[src/rtl/btn_step_ctrl.sv]
// -----------------------------------------------------------------------------
// btn_step_ctrl
//
// Multi-channel push-button front end for single-step debug of the pipelined
// MIPS core. Each channel has a 2-FF synchroniser, a debounce filter, a clean
// debounced level and a one-clock press pulse. The pulses drive the core's
// step clock, step reset and display-page buttons.
//
// Build option:
//   BTN_STEP_REPEAT_EN  when defined, a held button auto-repeats: an extra
//                       pulse REPEAT_DELAY cycles after the press pulse, then
//                       one every REPEAT_PERIOD cycles until release. When
//                       undefined, the repeat logic is not built and each
//                       press gives exactly one pulse.
//
// Ports:
//   clk      in   1       system clock
//   reset    in   1       asynchronous, active-high reset. Its release is
//                         expected to be synchronous to clk upstream.
//   clear    in   1       synchronous flush: counters to 0, pulses suppressed,
//                         level reloaded from the synchronised input
//   btn_i    in   NUM_CH  raw asynchronous button inputs, bit n = channel n
//   level_o  out  NUM_CH  debounced button level
//   pulse_o  out  NUM_CH  one-clock pulse per accepted press (and per repeat)
//
// Handshake: none. Inputs are levels and outputs are levels or single-cycle
// strobes, with no valid/ready flow control.
// -----------------------------------------------------------------------------
module btn_step_ctrl #(
  parameter int NUM_CH          = 2,
  parameter int DEBOUNCE_CYCLES = 1_000_000,
  parameter int REPEAT_DELAY    = 50_000_000,
  parameter int REPEAT_PERIOD   = 10_000_000
) (
  input  logic              clk,
  input  logic              reset,
  input  logic              clear,
  input  logic [NUM_CH-1:0] btn_i,
  output logic [NUM_CH-1:0] level_o,
  output logic [NUM_CH-1:0] pulse_o
);

  // The debounce counter only reaches DEBOUNCE_CYCLES-1 before it is reloaded.
  localparam int CW = $clog2(DEBOUNCE_CYCLES + 1);

  if (NUM_CH < 1 || DEBOUNCE_CYCLES < 1 || REPEAT_DELAY < 1 || REPEAT_PERIOD < 1)
  begin : g_param_check
    $error("btn_step_ctrl: all parameters must be >= 1");
  end

  logic [NUM_CH-1:0] s1;
  logic [NUM_CH-1:0] s2;
  logic [NUM_CH-1:0] level;
  logic [NUM_CH-1:0] pulse;

  // Two-flop synchroniser. Only s2 is allowed to reach the filter.
  always_ff @(posedge clk or posedge reset) begin
    if (reset) begin
      s1 <= '0;
      s2 <= '0;
    end else begin
      s1 <= btn_i;
      s2 <= s1;
    end
  end

  for (genvar ch = 0; ch < NUM_CH; ch++) begin : g_ch
    logic [CW-1:0] cnt;
    logic [CW-1:0] cnt_nxt;
    logic          level_nxt;
    logic          press;
    logic          pulse_nxt;

    // Debounce: a level change is accepted only after the synchronised input
    // has disagreed with the current level for DEBOUNCE_CYCLES consecutive
    // edges. Any agreeing sample restarts the count.
    always_comb begin
      cnt_nxt   = cnt;
      level_nxt = level[ch];
      press     = 1'b0;
      if (clear) begin
        // Reload the level silently so a button held across clear never fires.
        cnt_nxt   = '0;
        level_nxt = s2[ch];
      end else if (s2[ch] == level[ch]) begin
        cnt_nxt = '0;
      end else if (cnt == CW'(DEBOUNCE_CYCLES - 1)) begin
        cnt_nxt   = '0;
        level_nxt = s2[ch];
        press     = s2[ch];
      end else begin
        cnt_nxt = cnt + CW'(1);
      end
    end

`ifdef BTN_STEP_REPEAT_EN
    localparam int RMAX = (REPEAT_DELAY > REPEAT_PERIOD) ? REPEAT_DELAY : REPEAT_PERIOD;
    localparam int RW   = $clog2(RMAX + 1);

    logic [RW-1:0] rcnt;
    logic [RW-1:0] rcnt_nxt;
    logic          rphase;     // 0: waiting for the first repeat, 1: periodic
    logic          rphase_nxt;
    logic [RW-1:0] rlim;
    logic          rep;

    // rcnt counts edges since the press pulse (or since the last repeat).
    // It fires only while the level stays high across the edge, so a release
    // never coincides with a repeat pulse.
    always_comb begin
      rcnt_nxt   = rcnt;
      rphase_nxt = rphase;
      rep        = 1'b0;
      rlim       = rphase ? RW'(REPEAT_PERIOD - 1) : RW'(REPEAT_DELAY - 1);
      if (clear || !level_nxt || !level[ch]) begin
        rcnt_nxt   = '0;
        rphase_nxt = 1'b0;
      end else if (rcnt == rlim) begin
        rep        = 1'b1;
        rcnt_nxt   = '0;
        rphase_nxt = 1'b1;
      end else begin
        rcnt_nxt = rcnt + RW'(1);
      end
    end

    always_ff @(posedge clk or posedge reset) begin
      if (reset) begin
        rcnt   <= '0;
        rphase <= 1'b0;
      end else begin
        rcnt   <= rcnt_nxt;
        rphase <= rphase_nxt;
      end
    end

    assign pulse_nxt = press | rep;
`else
    assign pulse_nxt = press;
`endif

    always_ff @(posedge clk or posedge reset) begin
      if (reset) begin
        cnt       <= '0;
        level[ch] <= 1'b0;
        pulse[ch] <= 1'b0;
      end else begin
        cnt       <= cnt_nxt;
        level[ch] <= level_nxt;
        pulse[ch] <= pulse_nxt;
      end
    end
  end

  assign level_o = level;
  assign pulse_o = pulse;

endmodule

[config.mk]
export PLATFORM = sky130hd
export DESIGN_NAME = btn_step_ctrl
export DESIGN_NICKNAME = d
export VERILOG_FILES = /design/src/rtl/btn_step_ctrl.sv
export SDC_FILE = /design/constraint.sdc
export NUM_CORES = 1
export LEC_CHECK = 0
export CAP_MARGIN = 20
export CORE_MARGIN = 5
export CORE_UTILIZATION = 55
export DETAILED_ROUTE_END_ITERATION = 8
export PLACE_DENSITY = 0.72
export SLEW_MARGIN = 20
export SYNTH_ARGS = -nofsm -noshare
export SYNTH_HDL_FRONTEND = slang
export SYNTH_SLANG_ARGS = --single-unit
[constraint.sdc]
create_clock -name clk -period 5.75 [get_ports clk]
set_clock_uncertainty 0.2 [all_clocks]
set_input_delay 1.15 -clock clk [delete_from_list [all_inputs] [get_ports clk]]
set_output_delay 1.15 -clock clk [all_outputs]
set_load 0.02 [all_outputs]
==> impl_summary.md <==
Status
The run finished with clean final reports.

Layout
The multi-input combinational cell area is ~0.0011 sq mm. The layout has ~370 filler cells. The leading cell type in the layout, fill and taps excluded is dfrtp_1. In the layout the commonest cells are 48 x dfrtp_1, 33 x nor2_1, 17 x xnor2_1.

The area used by sequential logic in the layout is about 0.0012 sq mm. The net total in the final layout is 256. The layout-stage area growth over the synthesis result is 9.163%.

The antenna diode count is 0. The fraction of layout instances using a drive strength above 1 is 0.08800.

Floorplan
The floorplan has 24 rows. The number of top-level pins is 9. The die covers about 0.0057 sq mm. The floorplan core area is 0.004264 sq mm.

Measured along the y axis, the die boundary spans around 76 microns. For this configuration, the core starts out at a cell density of 0.5572. The die span in x is 75.73 microns.

Synthesis
In the synthesized netlist the async set-or-reset flop fraction comes to 1.000. The number of flops mapped to enable cells by yosys is 0. Counting every net in the synthesized netlist gives 246.

For this run, the leading register cell type out of synthesis is dfrtp_1. The mapped netlist covers between 0.002 and 0.0025 sq mm. A synthesized cell averages 9.942 sq um. Synthesis handed over a netlist of 239 instances. The number of synthesized register bits is 48. The portion of the post-synthesis area used by sequential elements is 0.5055. In this run, distinct cell masters in the synthesized netlist total 37.

The number of warnings issued by yosys is 0.

Clocking
After clock tree synthesis, the clock-pin slew on the worst setup and hold paths is 80 ps. The number of gates resized after CTS is 0. The clock latency reported for the late side of the worst-skew pair is 300 ps. The clock tree from TritonCTS is yes. The root cell of the clock tree is clkbuf_8. The clock net in this run drives a total of 48 sinks. The total CTS buffers is 5. The depth of the CTS H-tree is 2.

The number of buffers added to fix hold violations after cts is 0. After clock tree synthesis, the setup repair step added 0 buffers. The maximum clock insertion buffer count is 2.

Critical path
For flop-to-flop paths, the worst setup slack is approximately 3400 ps. The largest stage delay on the critical path is around 630 ps. STA classifies the critical path startpoint as a flop. Broken down by cell family, the worst path's largest delay share belongs to buffers and inverters. The data arrival at the endpoint of the critical path is 1340 ps. The worst reg2reg path depth is 5. Traced cell by cell, the critical path runs through clkdlybuf4s50_1. The library cell contributing the largest single delay on the critical path is clkdlybuf4s50_1. The biggest fanout along the worst timing path is 4.

The kind of end point of the critical path is an output pin. The number of buffers and inverters on the critical path is 1. The critical path is of the reg2out type. In this run the number of cells on the critical path is 1.

The worst endpoint required time is 4400 ps.

Global route
The wire length of the first global-routing pass is 7872 microns. The most used routing layer is met2. For this run, the total global-route usage over all layers was measured as 0.1834. The overflow left after global routing is 0. The pin count of the biggest net entering global routing is 49. For this run, global-route usage on met2 was measured as 0.2704. For this run, global-route usage on met3 was measured as 0.05937. The via count of the first global-routing pass is between 1.5k and 2k. The met1 track demand over resource in global routing is 0.2594. The number of antenna violations at the first check in global routing was 0.

Placement
Once detailed placement completed, the half-perimeter wirelength came to 3029 microns. Port buffering added 8 buffers. The routability-driven placement congestion ratio is between 0.7 and 0.8.

Timing
The number of hold-slack violations in the final timing report is 0. The routed design could run at a clock period as short as 2685 ps. Dividing the final minimum period by the clock period gives 0.4670.

The max-slew headroom at the worst pin is 0.4583. After routing, the total negative slack on setup checks comes to 0 ps. Setup violations remaining at the end of the flow were counted as 0.

At the pin with the least slew margin, the transition time is just over 800 ps. The final max-slew violation count was 0. Setup repair after global routing left no endpoint under its margin.

The maximum clock rate is 372.4 MHz.

Drt
The antenna violation net count after detailed routing is 0. The via density per instance is 5.768. The final wirelength is 4489 microns.

The per-cell routed wire length is 14.86 microns. In the routed design, unresolved DRC markers number 0. The first detailed-routing pass took 4 iterations. The detailed-route via count is 1,742. The first routing iteration left 104 violations.

Pwr
The total power is 0.5875 mW. The worst-case IR drop observed on VDD is 0.1246 mV. The leakage power total is between 0.9 and 1 nW.

In this run the power density over the cells is 226.5 mW/mm^2.

Min path
The path category of the worst min-delay check is reg2reg. Counting instances, the worst hold path has a depth of 0.

Run
The tool flagged a number of max-cap violations equal to 0.
through the flow:
stage                     hold WS [ps]  instance area [sq um]    util  worst slack, ps  instances
after floorplan                  131.2                   2376       -             3256        239
after global placement           134.0                   2502  0.5869             3148        294
after detailed placement         134.7                   2502  0.5869             3126        294
after CTS                        154.7                   2592  0.6080             3043        302
after global routing             168.8                   2594  0.6083             2975        302
final                            152.5                   2594  0.6083             3065        302
state kept, by name, summed over array words and instances, names as in the netlist:
name      flops
pulse_o       2
s2            2
g_ch.cnt     40
s1            2
level_o       2
cell families after synthesis:
| logic type | count (synthesis) | share of synthesized area |
|---|---|---|
| adders and majority gates | 2 | 0.01053 |
| DFF | 48 | 0.5055 |
| and+or+nand+nor | 118 | 0.2775 |
| xor gates and xnor gates | 28 | 0.1032 |
| buffers and inverters | 17 | 0.03001 |
| muxes | 2 | 0.009478 |
| AOI/OAI and AO/OA | 24 | 0.06372 |
cell usage after synthesis (2+ instances only):
| master | instances | share of area |
|---|---|---|
| or3b_2 | 2 | 0.0074 |
| nand3_1 | 16 | 0.034 |
| nand4_1 | 9 | 0.024 |
| dfrtp_1 | 48 | 0.51 |
| mux2_2 | 2 | 0.0095 |
| nor4_1 | 8 | 0.021 |
| or4_4 | 2 | 0.0095 |
| or4_1 | 7 | 0.022 |
| buf_2 | 5 | 0.011 |
| o41ai_1 | 2 | 0.0074 |
| nand2_1 | 14 | 0.022 |
| o211ai_1 | 2 | 0.0063 |
| or2_2 | 2 | 0.0053 |
| o31ai_1 | 6 | 0.019 |
| or3_1 | 3 | 0.0079 |
| nor4b_1 | 4 | 0.015 |
| nor3_1 | 7 | 0.015 |
| ha_1 | 2 | 0.011 |
| a21oi_1 | 9 | 0.019 |
| and3_1 | 2 | 0.0053 |
| xnor2_1 | 17 | 0.063 |
| o21ai_0 | 4 | 0.0084 |
| xor2_1 | 11 | 0.041 |
| nor2_1 | 33 | 0.052 |
| inv_1 | 10 | 0.016 |
per-layer routing:
layer,share of wire,wire length [microns],vias to the layer above
li1,-,-,874
met1,0.48,2177,839
met2,0.46,2079,23
met3,0.039,174,6
met4,0.013,57,0
met5,0,0,-
power by group:
part           total [mW]  switching, mW  internal (mW)
combinational      0.0342         0.0225         0.0117
clock               0.205          0.107         0.0982
sequential          0.348        0.00533          0.343
total               0.588          0.135          0.452
path summary, 6_finish.rpt:
check,from,end
setup reg to reg,g_ch[1].cnt[0]$_DFF_PP0_,g_ch[1].cnt[16]$_DFF_PP0_
min in group asynchronous,reset,s1[0]$_DFF_PP0_
hold reg to reg,s1[0]$_DFF_PP0_,s2[0]$_DFF_PP0_
setup / recovery,level_o[1]$_DFFE_PP0P_,level_o[1]
hold / removal,s1[0]$_DFF_PP0_,s2[0]$_DFF_PP0_
max in group asynchronous,reset,g_ch[0].cnt[15]$_DFF_PP0_
cell type report:
class / instances / area share
clock buffer: 8 / 0.03473
multi-input combinational: 174 / 0.4255
sequential: 48 / 0.4631
tap: 52 / 0.02508
timing repair buffer: 10 / 0.03666
inverter: 10 / 0.01495
No activity file was read; power rests on OpenSTA's default activity.
